### config.mk
export PLATFORM = sky130hd
export DESIGN_NAME = pixel_mod_apply
export DESIGN_NICKNAME = d
export VERILOG_FILES = /design/src/rtl/video_pkg.sv /design/src/rtl/chan_scale.sv /design/src/rtl/pixel_mod_apply.sv
export SDC_FILE = /design/constraint.sdc
export NUM_CORES = 1
export LEC_CHECK = 0
export CAP_MARGIN = 15
export CORE_ASPECT_RATIO = 0.7
export CORE_MARGIN = 2
export CORE_UTILIZATION = 50
export CTS_BUF_LIST = sky130_fd_sc_hd__clkbuf_16
export DETAILED_ROUTE_END_ITERATION = 6
export DONT_BUFFER_PORTS = 1
export HOLD_SLACK_MARGIN = 0.1
export SYNTH_ARGS = -nofsm -noshare
export SYNTH_HDL_FRONTEND = slang
export SYNTH_HIERARCHICAL = 1
export SYNTH_SLANG_ARGS = --single-unit
### constraint.sdc
create_clock -name clk -period 12.15 [get_ports clk]
set_input_delay 1.8225 -clock clk [delete_from_list [all_inputs] [get_ports clk]]
set_output_delay 1.8225 -clock clk [all_outputs]
set_load 0.03 [all_outputs]
### src/rtl/video_pkg.sv
// Shared video types and defaults for the colour-modifier path.
package video_pkg;

  localparam int CH_W  = 10;
  localparam int MOD_W = 6;

  // One pixel at default width, R in the MSBs.
  typedef struct packed {
    logic [CH_W-1:0] r;
    logic [CH_W-1:0] g;
    logic [CH_W-1:0] b;
  } rgb_t;

  // One modifier set as latched at start of frame.
  typedef struct packed {
    logic [MOD_W-1:0] r;
    logic [MOD_W-1:0] g;
    logic [MOD_W-1:0] b;
    logic             div;
  } mod_set_t;

  // Multiply-by-one on every channel leaves the pixel untouched.
  localparam mod_set_t MOD_PASSTHRU = '{r: MOD_W'(1), g: MOD_W'(1), b: MOD_W'(1), div: 1'b0};

endpackage

### src/rtl/chan_scale.sv
// Single-channel modifier: saturating multiply, or right shift by floor(log2(m)).
// Purely combinational; a zero modifier in divide mode passes the channel through.
module chan_scale #(
  parameter int CH_W  = 10,
  parameter int MOD_W = 6
) (
  input  logic [CH_W-1:0]  i_chan,
  input  logic [MOD_W-1:0] i_mod,
  input  logic             i_div,
  output logic [CH_W-1:0]  o_chan
);

  localparam int SH_W = (MOD_W > 1) ? $clog2(MOD_W) : 1;

  logic [CH_W+MOD_W-1:0] w_prod;
  logic [SH_W-1:0]       w_shift;

  assign w_prod = {{MOD_W{1'b0}}, i_chan} * {{CH_W{1'b0}}, i_mod};

  // Position of the highest set modifier bit, i.e. floor(log2(m)).
  always_comb begin
    w_shift = '0;
    for (int i = 0; i < MOD_W; i++) begin
      if (i_mod[i]) w_shift = SH_W'(i);
    end
  end

  // Select between saturated product and shifted channel.
  always_comb begin
    o_chan = i_chan;
    if (!i_div) begin
      o_chan = (|w_prod[CH_W+MOD_W-1:CH_W]) ? {CH_W{1'b1}} : w_prod[CH_W-1:0];
    end else if (i_mod != '0) begin
      o_chan = i_chan >> w_shift;
    end
  end

endmodule

### src/rtl/pixel_mod_apply.sv
// Applies per-channel colour modifiers to an RGB stream through a two-stage
// pipeline. The modifier set is latched on each accepted sop beat so a filter
// change mid-frame takes effect only from the next frame.
//
// Handshake: a beat transfers on a clock edge where valid & ready are both 1.
// Both stages advance together when en = !out_valid | out_ready, and
// in_ready = en, so in_ready never depends on in_valid. While out_valid is
// held without out_ready, outputs, stage contents and the shadow set freeze.
module pixel_mod_apply #(
  parameter int CH_W  = video_pkg::CH_W,
  parameter int MOD_W = video_pkg::MOD_W
) (
  input  logic              clk,
  input  logic              rst_n,
  input  logic [MOD_W-1:0]  r_mod,
  input  logic [MOD_W-1:0]  g_mod,
  input  logic [MOD_W-1:0]  b_mod,
  input  logic              div_flag,
  input  logic [3*CH_W-1:0] in_data,
  input  logic              in_valid,
  input  logic              in_sop,
  input  logic              in_eop,
  output logic              in_ready,
  output logic [3*CH_W-1:0] out_data,
  output logic              out_valid,
  output logic              out_sop,
  output logic              out_eop,
  input  logic              out_ready
);

  import video_pkg::*;

  typedef struct packed {
    logic [MOD_W-1:0] r;
    logic [MOD_W-1:0] g;
    logic [MOD_W-1:0] b;
    logic             div;
  } mod_t;

  localparam mod_t PASSTHRU = '{r:   MOD_W'(MOD_PASSTHRU.r),
                                g:   MOD_W'(MOD_PASSTHRU.g),
                                b:   MOD_W'(MOD_PASSTHRU.b),
                                div: MOD_PASSTHRU.div};

  // Shadow modifier set, valid for the remainder of the current frame.
  mod_t r_shadow;

  // Stage 1: pixel plus the modifier set it will use.
  logic              r_s1_valid;
  logic              r_s1_sop;
  logic              r_s1_eop;
  logic [3*CH_W-1:0] r_s1_data;
  mod_t              r_s1_mod;

  // Stage 2: arithmetic result, drives the outputs directly.
  logic              r_s2_valid;
  logic              r_s2_sop;
  logic              r_s2_eop;
  logic [3*CH_W-1:0] r_s2_data;

  logic              w_en;
  logic              w_accept;
  mod_t              w_live;
  mod_t              w_sel;
  logic [3*CH_W-1:0] w_res;

  assign w_en     = !r_s2_valid | out_ready;
  assign w_accept = in_valid & w_en;
  assign w_live   = '{r: r_mod, g: g_mod, b: b_mod, div: div_flag};
  // An sop beat uses the set it is capturing, not the stale shadow.
  assign w_sel    = in_sop ? w_live : r_shadow;

  assign in_ready  = w_en;
  assign out_valid = r_s2_valid;
  assign out_sop   = r_s2_sop;
  assign out_eop   = r_s2_eop;
  assign out_data  = r_s2_data;

  // Reload the shadow set from the live ports on every accepted sop beat.
  always_ff @(posedge clk) begin
    if (!rst_n) begin
      r_shadow <= PASSTHRU;
    end else if (w_accept && in_sop) begin
      r_shadow <= w_live;
    end
  end

  // Stage 1 register: capture beat, framing flags and selected modifiers.
  always_ff @(posedge clk) begin
    if (!rst_n) begin
      r_s1_valid <= 1'b0;
      r_s1_sop   <= 1'b0;
      r_s1_eop   <= 1'b0;
      r_s1_data  <= '0;
      r_s1_mod   <= PASSTHRU;
    end else if (w_en) begin
      r_s1_valid <= in_valid;
      r_s1_sop   <= in_valid & in_sop;
      r_s1_eop   <= in_valid & in_eop;
      r_s1_data  <= in_data;
      r_s1_mod   <= w_sel;
    end
  end

  chan_scale #(.CH_W(CH_W), .MOD_W(MOD_W)) u_scale_r (
    .i_chan (r_s1_data[3*CH_W-1:2*CH_W]),
    .i_mod  (r_s1_mod.r),
    .i_div  (r_s1_mod.div),
    .o_chan (w_res[3*CH_W-1:2*CH_W])
  );

  chan_scale #(.CH_W(CH_W), .MOD_W(MOD_W)) u_scale_g (
    .i_chan (r_s1_data[2*CH_W-1:CH_W]),
    .i_mod  (r_s1_mod.g),
    .i_div  (r_s1_mod.div),
    .o_chan (w_res[2*CH_W-1:CH_W])
  );

  chan_scale #(.CH_W(CH_W), .MOD_W(MOD_W)) u_scale_b (
    .i_chan (r_s1_data[CH_W-1:0]),
    .i_mod  (r_s1_mod.b),
    .i_div  (r_s1_mod.div),
    .o_chan (w_res[CH_W-1:0])
  );

  // Stage 2 register: capture the modified pixel and forward framing flags.
  always_ff @(posedge clk) begin
    if (!rst_n) begin
      r_s2_valid <= 1'b0;
      r_s2_sop   <= 1'b0;
      r_s2_eop   <= 1'b0;
      r_s2_data  <= '0;
    end else if (w_en) begin
      r_s2_valid <= r_s1_valid;
      r_s2_sop   <= r_s1_sop;
      r_s2_eop   <= r_s1_eop;
      r_s2_data  <= w_res;
    end
  end

endmodule

==> impl_metrics.toml <==
[timing]
period_minus_slack_ns = 5.28
setup_viol = 0
maxSlewHeadroom = 0.312
max_freq_mhz = 189
fin_ws_ns = 6.87
setup-tns-final_ns = 0
drv_slew = 0
finalHoldViolations = 0
timing.final.crit_share = 0.435
skew_ns = 0.00425
tightestPinTransition_ns = 1.03
rsz0062_at_grt = "no"

[die]
die-area_mm2 = 0.0244
die_y_um = 131
start_util = 0.510
ios = 89
design.core.area_mm2 = 0.0227
row_count = 46
fp.dieW_um = 186

[cts]
ctsLongestPathBuffers = 2
cts_resized = 0
cts_sinks = 104
cts_made_buffers = 9
hold_buffers = 0
cts_root_buf = "clkbuf_16"
clk_pin_slew_ns = 0.08
post_cts_buffers = 0
clk_latency_ns = 0.37
tritoncts = "built"
cts_htree_levels = 3

[worst_hold_path]
min_to = "r_shadow[5]"
hold_path_class = "reg2reg"
worstHoldStart = "r_shadow[5]"
worstHoldPathCells = 2

[grt]
antenna_found_initial = 0
overflow = 0
grt_first_pass_wirelength_um = 50400
grt_pass1_vias = 9003
grt_use_total = 0.261
grt_start_max_net_pins = 121

[power_and_ir_drop]
clkPwrFrac = 0.274
leakage_nw = 5.34
power_frac_comb = 0.312
worst_ir_drop_vdd_uv = 102
p_sw_frac = 0.397
cellPowerDensity_mw_per_mm2 = 96.7
p_seq_frac = 0.414
switching_power_mw = 0.455
internal_power_mw = 0.690

[drt]
firstDrtPassIters = 6
postRouteWirelength_um = 31300
drcViolationCount = 0
ant_nets = 0
dr.first_iter.drc_count = 813
vias = 9528
via_per_inst = 5.84
routedWlPerCell_um = 19.2

[place]
gp_congestion = 0.926
place_hpwl_um = 23200
dp.cells = 1616
place_area_mm2 = 0.0115
port_buffers = 0
post-place-ws_ns = 6.98

[setup_path]
critPathMaxFanout = 21
reg2reg_depth = 16
r2r_slack_ns = 6.87
r2r_end = "out_data[16]"
worstSetupEndpointType = "flip-flop"
arrival_ns = 5.54
worstSetupStartpointType = "flip-flop"
critPathKind = "reg2reg"
r2r_start = "r_s1_mod[12]"
cp_data_required_time_ns = 12.41

[synthesis]
ys.flop_type = "dfxtp_1"
synthArstFlopShare = 0
synth_edf_count = 0
yosysSeqAreaShare = 0.180
syn_area_per_cell_um2 = 8.41
synth_top_cell_by_area = "dfxtp_1"
netlist_area_mm2 = 0.0116
ys_seq_elements = 104
synth_warnings = 6
netlist_instances = 1375
synth_top_area_frac = 0.180
synth_area_leaders = "dfxtp_1 (18%), fa_1 (17%), ha_1 (7.8%)"
synth.distinct_cells = 105
syn_nets = 1601

[layout]
area_growth_pct = 2.44
drive_gt1_frac = 0.0614
antenna_cells = 0
final_cells = 1631
mostFrequentLayoutCell = "nand2_1"
fin_nets = 1541
fin_area_mm2 = 0.0118
final_cell_mix = "nand2_1 (220), inv_1 (149), and2_1 (132)"

[status]
outcome = "complete, no violations"

[flow_run]
cap_violations = 0
[power by group through the flow]
| stage | combinational (mW) | clock, mW | sequential [mW] |
|---|---|---|---|
| after floorplan | 0.305 | 0 | 0.447 |
| after global placement | 0.345 | 0 | 0.482 |
| after detailed placement | 0.349 | 0 | 0.482 |
| after CTS | 0.353 | 0.321 | 0.474 |
| after global routing | 0.399 | 0.333 | 0.481 |
| final | 0.357 | 0.314 | 0.475 |
[Yosys cell counts (all sizes together), types with 4 or more instances]
cell and instances:
nand2 222, inv 150, and2 133, dfxtp 104
fa 99, a21oi 73, ha 72, a21boi 65
o21ai 51, mux2i 46, nor2 45, clkbuf 39
buf 33, nand3 15, o211ai 14, o21a 13
a211oi 12, a41oi 12, xor2 12, a21o 11
nor2b 10, a31oi 9, xnor2 9, nor3 8
a22oi 7, or2 7, a2111oi 6, mux2 6
or3 6, mux4 5, nand4 5, o311ai 5
a221oi 4, a32oi 4, and3 4, nand2b 4
o22ai 4, or2b 4
[flip-flops by register name, summed over array words and instances (netlist names)]
signal      flops
out_data       30
out_eop         1
out_sop         1
out_valid       1
r_s1_data      30
r_s1_eop        1
r_s1_mod       19
r_s1_sop        1
r_s1_valid      1
r_shadow       19
[stage by stage]
step | hold WS, ns | power (mW) | utilization
floorplan | 0.427 | 0.751 | -
global placement | 0.442 | 0.827 | 0.509
detailed placement | 0.446 | 0.832 | 0.509
CTS | 0.460 | 1.15 | 0.522
global route | 0.468 | 1.21 | 0.522
finish | 0.459 | 1.15 | 0.522
[per-layer routing]
layer / wire [µm] / share of wire / global-route usage / vias to the layer above
met5: 0 / 0 / 0 / -
met4: 319 / 0.010 / 0.0367 / 0
met3: 2680 / 0.086 / 0.0624 / 27
met2: 12200 / 0.39 / 0.351 / 400
met1: 16100 / 0.51 / 0.422 / 4583
li1: - / - / - / 4518
[worst max-delay path by stage]
| stage | startpoint | to |
|---|---|---|
| after floorplan | r_s1_data[19] | out_data[10] |
| after global placement | r_s1_mod[12] | out_data[19] |
| after detailed placement | r_s1_mod[12] | out_data[19] |
| after CTS | r_s1_mod[12] | out_data[10] |
| after global routing | r_s1_mod[12] | out_data[10] |
| final | r_s1_mod[12] | out_data[16] |
[cell families after synthesis]
kind of cell | Yosys count | share of synthesized area
simple gates | 479 | 0.209
mux | 57 | 0.0557
fa+ha+maj | 171 | 0.249
compound gates | 319 | 0.202
buf+inv | 224 | 0.0860
xor+xnor | 21 | 0.0175
flops | 104 | 0.180
[final cells by class]
class	instances	area (µm²)
fill	2197	10800
multi-input combinational	1047	8490
sequential	104	2080
inverter	150	566
tap	312	390
clock buffer	9	225
clock inverter	6	73.8
timing repair buffer	3	22.5
[critical path, stage by stage (launching register included)]
cell      delay, ns
dfxtp_1        0.83
and2_1         0.25
fa_1           0.44
fa_1           0.49
inv_1          0.05
fa_1           0.47
inv_1          0.04
ha_1           0.37
and2_2         0.25
a221o_1        0.35
o21ai_0        0.18
o311ai_0       0.19
a2111o_1       0.41
a211oi_4       0.47
a22oi_1        0.20
nand2_1        0.10
a21boi_1       0.08
Note: power is estimated with default switching activity, not from simulation.
